[config.mk]
export PLATFORM = sky130hd
export DESIGN_NAME = mac_dot_sequencer
export DESIGN_NICKNAME = d
export VERILOG_FILES = /design/src/rtl/mac_dot_sequencer.sv
export SDC_FILE = /design/constraint.sdc
export NUM_CORES = 1
export LEC_CHECK = 0
export CAP_MARGIN = 25
export CORE_MARGIN = 10
export CORE_UTILIZATION = 40
export CTS_CLUSTER_SIZE = 20
export DETAILED_ROUTE_END_ITERATION = 7
export PLACE_DENSITY = 0.91
export SLEW_MARGIN = 15
export SYNTH_ARGS = -nofsm -noshare
export SYNTH_HDL_FRONTEND = slang
export SYNTH_SLANG_ARGS = --single-unit
[constraint.sdc]
create_clock -name clk -period 5.21 [get_ports clk]
set_clock_uncertainty 0.1 [all_clocks]
set_input_delay 1.042 -clock clk [delete_from_list [all_inputs] [get_ports clk]]
set_output_delay 1.042 -clock clk [all_outputs]
set_load 0.01 [all_outputs]
[src/rtl/mac_dot_sequencer.sv]
// Job controller for a 16x16 multiply-accumulate unit. It feeds one operand pair per accepted
// beat, waits out the MAC pipeline, then hands back the accumulated dot product.
module mac_dot_sequencer #(
    parameter int DW      = 16,
    parameter int ACC_W   = 36,
    parameter int LEN_W   = 8,
    parameter int MAC_LAT = 1
) (
    input  logic             clk,
    input  logic             reset,
    input  logic             start,
    input  logic [LEN_W-1:0] len,
    input  logic             abort,
    output logic             busy,
    input  logic             s_valid,
    output logic             s_ready,
    input  logic [DW-1:0]    s_a,
    input  logic [DW-1:0]    s_b,
    output logic [DW-1:0]    mac_a,
    output logic [DW-1:0]    mac_b,
    output logic             mac_clr,
    input  logic [ACC_W-1:0] mac_out,
    output logic             res_valid,
    input  logic             res_ready,
    output logic [ACC_W-1:0] res_data
);

    localparam int DCW = $clog2(MAC_LAT + 2);
    localparam logic [LEN_W-1:0] REM_ZERO   = {LEN_W{1'b0}};
    localparam logic [LEN_W-1:0] REM_ONE    = {{(LEN_W-1){1'b0}}, 1'b1};
    localparam logic [DCW-1:0]   DC_ONE     = {{(DCW-1){1'b0}}, 1'b1};
    localparam logic [DCW-1:0]   DRAIN_LOAD = DCW'(MAC_LAT + 1);

    typedef enum logic [2:0] {
        IDLE  = 3'd0,
        CLEAR = 3'd1,
        FEED  = 3'd2,
        DRAIN = 3'd3,
        DONE  = 3'd4
    } state_t;

    state_t           state_r, state_s;
    logic [LEN_W-1:0] rem_r, rem_s;
    logic [DCW-1:0]   dcnt_r, dcnt_s;
    logic             accept_s;
    logic             abort_take_s;
    logic             capture_s;

    logic             busy_r;
    logic             s_ready_r;
    logic             mac_clr_r;
    logic             res_valid_r;
    logic [DW-1:0]    mac_a_r;
    logic [DW-1:0]    mac_b_r;
    logic [ACC_W-1:0] res_data_r;

    // Next-state, counter updates and per-cycle strobes
    always_comb begin
        state_s      = state_r;
        rem_s        = rem_r;
        dcnt_s       = dcnt_r;
        accept_s     = 1'b0;
        abort_take_s = 1'b0;
        capture_s    = 1'b0;
        case (state_r)
            IDLE: begin
                if (start) begin
                    rem_s   = len;
                    state_s = CLEAR;
                end else begin
                    state_s = IDLE;
                end
            end
            CLEAR: begin
                if (rem_r != REM_ZERO) begin
                    state_s = FEED;
                end else begin
                    state_s = DRAIN;
                    dcnt_s  = DRAIN_LOAD;
                end
            end
            FEED: begin
                // abort outranks a beat presented in the same cycle
                if (abort) begin
                    abort_take_s = 1'b1;
                    state_s      = IDLE;
                end else if (s_valid) begin
                    accept_s = 1'b1;
                    rem_s    = rem_r - REM_ONE;
                    if (rem_r == REM_ONE) begin
                        state_s = DRAIN;
                        dcnt_s  = DRAIN_LOAD;
                    end else begin
                        state_s = FEED;
                    end
                end else begin
                    state_s = FEED;
                end
            end
            DRAIN: begin
                if (abort) begin
                    abort_take_s = 1'b1;
                    state_s      = IDLE;
                end else if (dcnt_r == DC_ONE) begin
                    capture_s = 1'b1;
                    state_s   = DONE;
                end else begin
                    dcnt_s  = dcnt_r - DC_ONE;
                    state_s = DRAIN;
                end
            end
            DONE: begin
                if (res_ready) begin
                    state_s = IDLE;
                end else begin
                    state_s = DONE;
                end
            end
            default: begin
                state_s = IDLE;
            end
        endcase
    end

    // State, counters and registered outputs derived from the next state
    always_ff @(posedge clk) begin
        if (reset) begin
            state_r     <= IDLE;
            rem_r       <= REM_ZERO;
            dcnt_r      <= {DCW{1'b0}};
            busy_r      <= 1'b0;
            s_ready_r   <= 1'b0;
            mac_clr_r   <= 1'b0;
            res_valid_r <= 1'b0;
            mac_a_r     <= {DW{1'b0}};
            mac_b_r     <= {DW{1'b0}};
            res_data_r  <= {ACC_W{1'b0}};
        end else begin
            state_r     <= state_s;
            rem_r       <= rem_s;
            dcnt_r      <= dcnt_s;
            busy_r      <= (state_s != IDLE);
            s_ready_r   <= (state_s == FEED);
            mac_clr_r   <= (state_s == CLEAR) || abort_take_s;
            res_valid_r <= (state_s == DONE);
            // zero operands on non-beat cycles keep the accumulator still
            mac_a_r     <= accept_s ? s_a : {DW{1'b0}};
            mac_b_r     <= accept_s ? s_b : {DW{1'b0}};
            res_data_r  <= capture_s ? mac_out : res_data_r;
        end
    end

    assign busy      = busy_r;
    assign s_ready   = s_ready_r;
    assign mac_clr   = mac_clr_r;
    assign res_valid = res_valid_r;
    assign mac_a     = mac_a_r;
    assign mac_b     = mac_b_r;
    assign res_data  = res_data_r;

endmodule
==> results.sh <==
export IMPL_clk_latency_ns=0.33
export IMPL_chipWidth_um=107.8
export IMPL_slew_limit_headroom_pct=35.33
export IMPL_cts_tree="done"
export IMPL_place_detailed_hpwl_mm=7.626
export IMPL_critPathKind="primary input to register"
export IMPL_worstRegToRegCells=5
export IMPL_port_buffers=153
export IMPL_maxCapViolations=0
export IMPL_drv_slew=0
export IMPL_hold_viol=0
export IMPL_cp_max_fo=9
export IMPL_synth_area_mm2=0.003082
export IMPL_ant_nets=0
export IMPL_antenna_found_initial=0
export IMPL_synth_seq_area_share_pct=55.22
export IMPL_dieArea_mm2=0.01162
export IMPL_ctsResizeCount=0
export IMPL_pin_count=154
export IMPL_reg2reg_slack_ns=3.08
export IMPL_synth_edf_count=0
export IMPL_htreeDepth=3
export IMPL_wl_per_cell_um=16.44
export IMPL_clock_sinks=85
export IMPL_cts_hold_buf=0
export IMPL_worstPathRequired_ns=5.35
export IMPL_via_per_inst=4.883
export IMPL_ys_async_sr_fraction_pct=0
export IMPL_postSynthAreaPerCell_um2=8.881
export IMPL_end_kind="register"
export IMPL_synthesis_nets=433
export IMPL_cts_clk_slew_worst_paths_ns=0.09
export IMPL_finalCriticalPeriod_ns=2.685
export IMPL_synthToLayoutAreaGrowth_pct=57.82
export IMPL_fin_ws_ns=2.525
export IMPL_finalCritPeriodShare_pct=51.53
export IMPL_grt_pass1_vias=3035
export IMPL_post_cts_buffers=0
export IMPL_rsz0062_at_grt="false"
export IMPL_worst_pin_slew_ns=0.9700
export IMPL_leakage_uw=0.001770
export IMPL_synthCells=347
export IMPL_grt_max_degree=53
export IMPL_drc=0
export IMPL_fp_dieH_um=107.8
export IMPL_pwr_density_cell_mw_per_mm2=260.0
export IMPL_hp_class="register to register"
export IMPL_track_usage_pct=16.13
export IMPL_setup_violations=0
export IMPL_yosysWarningCount=0
export IMPL_drive_gt1_share_pct=6.012
export IMPL_antenna_cells=0
export IMPL_finish_utilization_pct=65.99
export IMPL_cts_buffers=9
export IMPL_ff_latch_area_mm2=0.001702
export IMPL_drt_wl_total_mm=9.833
export IMPL_peakVddDrop_v=0.0001754
export IMPL_vias=2920
export IMPL_p_total_uw=1264
export IMPL_grt_pass1_wl_mm=15.04
export IMPL_nets=580
export IMPL_place_gp_congestion=0.8565
export IMPL_initial_utilization_pct=41.82
export IMPL_multi_input_area_mm2=0.001270
export IMPL_rows=31
export IMPL_rr_startpoint="state_r[1]$_SDFF_PP0_"
export IMPL_coreArea_mm2=0.007370
export IMPL_cts_buffer_depth=2
export IMPL_ctsRootBufferMaster="clkbuf_8"
export IMPL_overflow=0
export IMPL_nFillCells=596
export IMPL_drt_initial_drc_count=99
export IMPL_tns_ns=0
export IMPL_dpl_worst_slack_ns=2.203
export IMPL_firstDrtPassIters=4
export IMPL_synthDistinctLibCells=43
export IMPL_startpoint="abort"
export IMPL_crit_path_start_kind="primary input"
export IMPL_cp_arrival_ns=2.83
export IMPL_synthFlopType="dfxtp_1"
export IMPL_ys_seq_elements=85
export IMPL_reg2reg_to="busy$_SDFF_PP0_"
export IMPL_endpoint="rem_r[3]$_SDFFE_PP0P_"
export IMPL_fmax_ghz=0.3725
export IMPL_outcome="finished, final reports clean"
## metrics by stage
stage	cell area [µm²]	hold slack (ns)	instances
after floorplan	3082	0.3669	347
after global placement	4690	0.3415	582
after detailed placement	4690	0.3494	582
after CTS	4863	0.3621	598
after global routing	4863	0.3826	598
final	4863	0.3573	598
## logic make-up after synthesis
| family | share of synthesized area, % |
|---|---|
| AND/OR/NAND/NOR | 23.83 |
| buffers and inverters | 3.938 |
| adder cells (fa/ha/maj) | 1.624 |
| multiplexers | 0.3654 |
| flip-flops | 55.22 |
| AO/OA/AOI/OAI | 15.02 |
## Yosys cell counts (all sizes together), types with 3 or more instances
master  instances  share of area, %
dfxtp          85                55
nand2          78               9.5
a21oi          44               7.1
and2           35               7.1
clkbuf         17               2.1
inv            12               1.5
nor2            8              0.97
a211oi          6               1.5
o21ai           6              0.97
nor3            5              0.97
ha              4               1.6
buf             3              0.41
nand3           3              0.49
or3b            3              0.85
## worst min-delay path by stage
stage | startpoint | slack, ns | end | cells past startpoint
floorplan | rem_r[7]$_SDFFE_PP0P_ | 0.37 | rem_r[7]$_SDFFE_PP0P_ | 2
global placement | res_data[16]$_SDFFE_PP0P_ | 0.34 | res_data[16]$_SDFFE_PP0P_ | 2
detailed placement | res_data[15]$_SDFFE_PP0P_ | 0.35 | res_data[15]$_SDFFE_PP0P_ | 2
CTS | res_data[15]$_SDFFE_PP0P_ | 0.36 | res_data[15]$_SDFFE_PP0P_ | 2
global route | res_data[32]$_SDFFE_PP0P_ | 0.38 | res_data[32]$_SDFFE_PP0P_ | 2
finish | res_data[32]$_SDFFE_PP0P_ | 0.36 | res_data[32]$_SDFFE_PP0P_ | 2
## layer usage
metal / up-vias / part of all wire (%) / global-route usage, % / wire, µm
met2: 115 / 50 / 28.01 / 4965
met3: 8 / 9.7 / 6.587 / 956
met1: 1343 / 38 / 17.18 / 3784
li1: 1454 / - / - / -
met5: - / 0 / 0 / 0
met4: 0 / 1.3 / 5.821 / 126
## flip-flops by register name, indices dropped and copies added, names as in the netlist
register	cells
mac_clr	1
res_valid	1
mac_a	16
s_ready	1
rem_r	8
dcnt_r	2
state_r	3
busy	1
mac_b	16
res_data	36
## layout by cell type, fill, tap and decap left out, types with 2 or more instances in the layout
cell             instances
clkdlybuf4s50_1        152
dfxtp_1                 85
nand2_1                 78
a21oi_1                 44
and2_1                  33
inv_1                   12
clkbuf_8                 9
nor2_1                   8
o21ai_0                  6
a211oi_1                 6
ha_1                     4
or3b_2                   3
nand3_1                  3
nor3_1                   3
buf_4                    3
nand3b_1                 2
and2_0                   2
or4_1                    2
nor4_1                   2
nand2b_1                 2
or2_2                    2
a21o_1                   2
a31oi_1                  2
o22ai_1                  2
o31ai_1                  2
a22o_1                   2
o211ai_1                 2
nand4_1                  2
clkinvlp_4               2
inv_6                    2
## power breakdown
group	internal [µW]	leakage [µW]	total (µW)	switching (µW)
Combinational	100	0.000999	171	70.9
Sequential	666	0.000687	682	16.8
Clock	177	0.0000833	411	234
Total	943	0.00177	1260	322
## critical path, stage by stage
cell	delay (ns)
clkdlybuf4s50_1	0.52
nand3b_1	0.29
a21oi_1	0.61
a21oi_1	0.13
a211oi_1	0.22
## layout make-up
class / count / area share [%]
inverters: 12 / 0.9262
flip-flops and latches: 85 / 34.99
well taps: 99 / 2.547
repair buffers: 156 / 31.85
clock buffers: 10 / 2.624
clock inverters: 6 / 0.9519
multi-input cells: 230 / 26.11
Note: power is estimated with default switching activity, not from simulation.
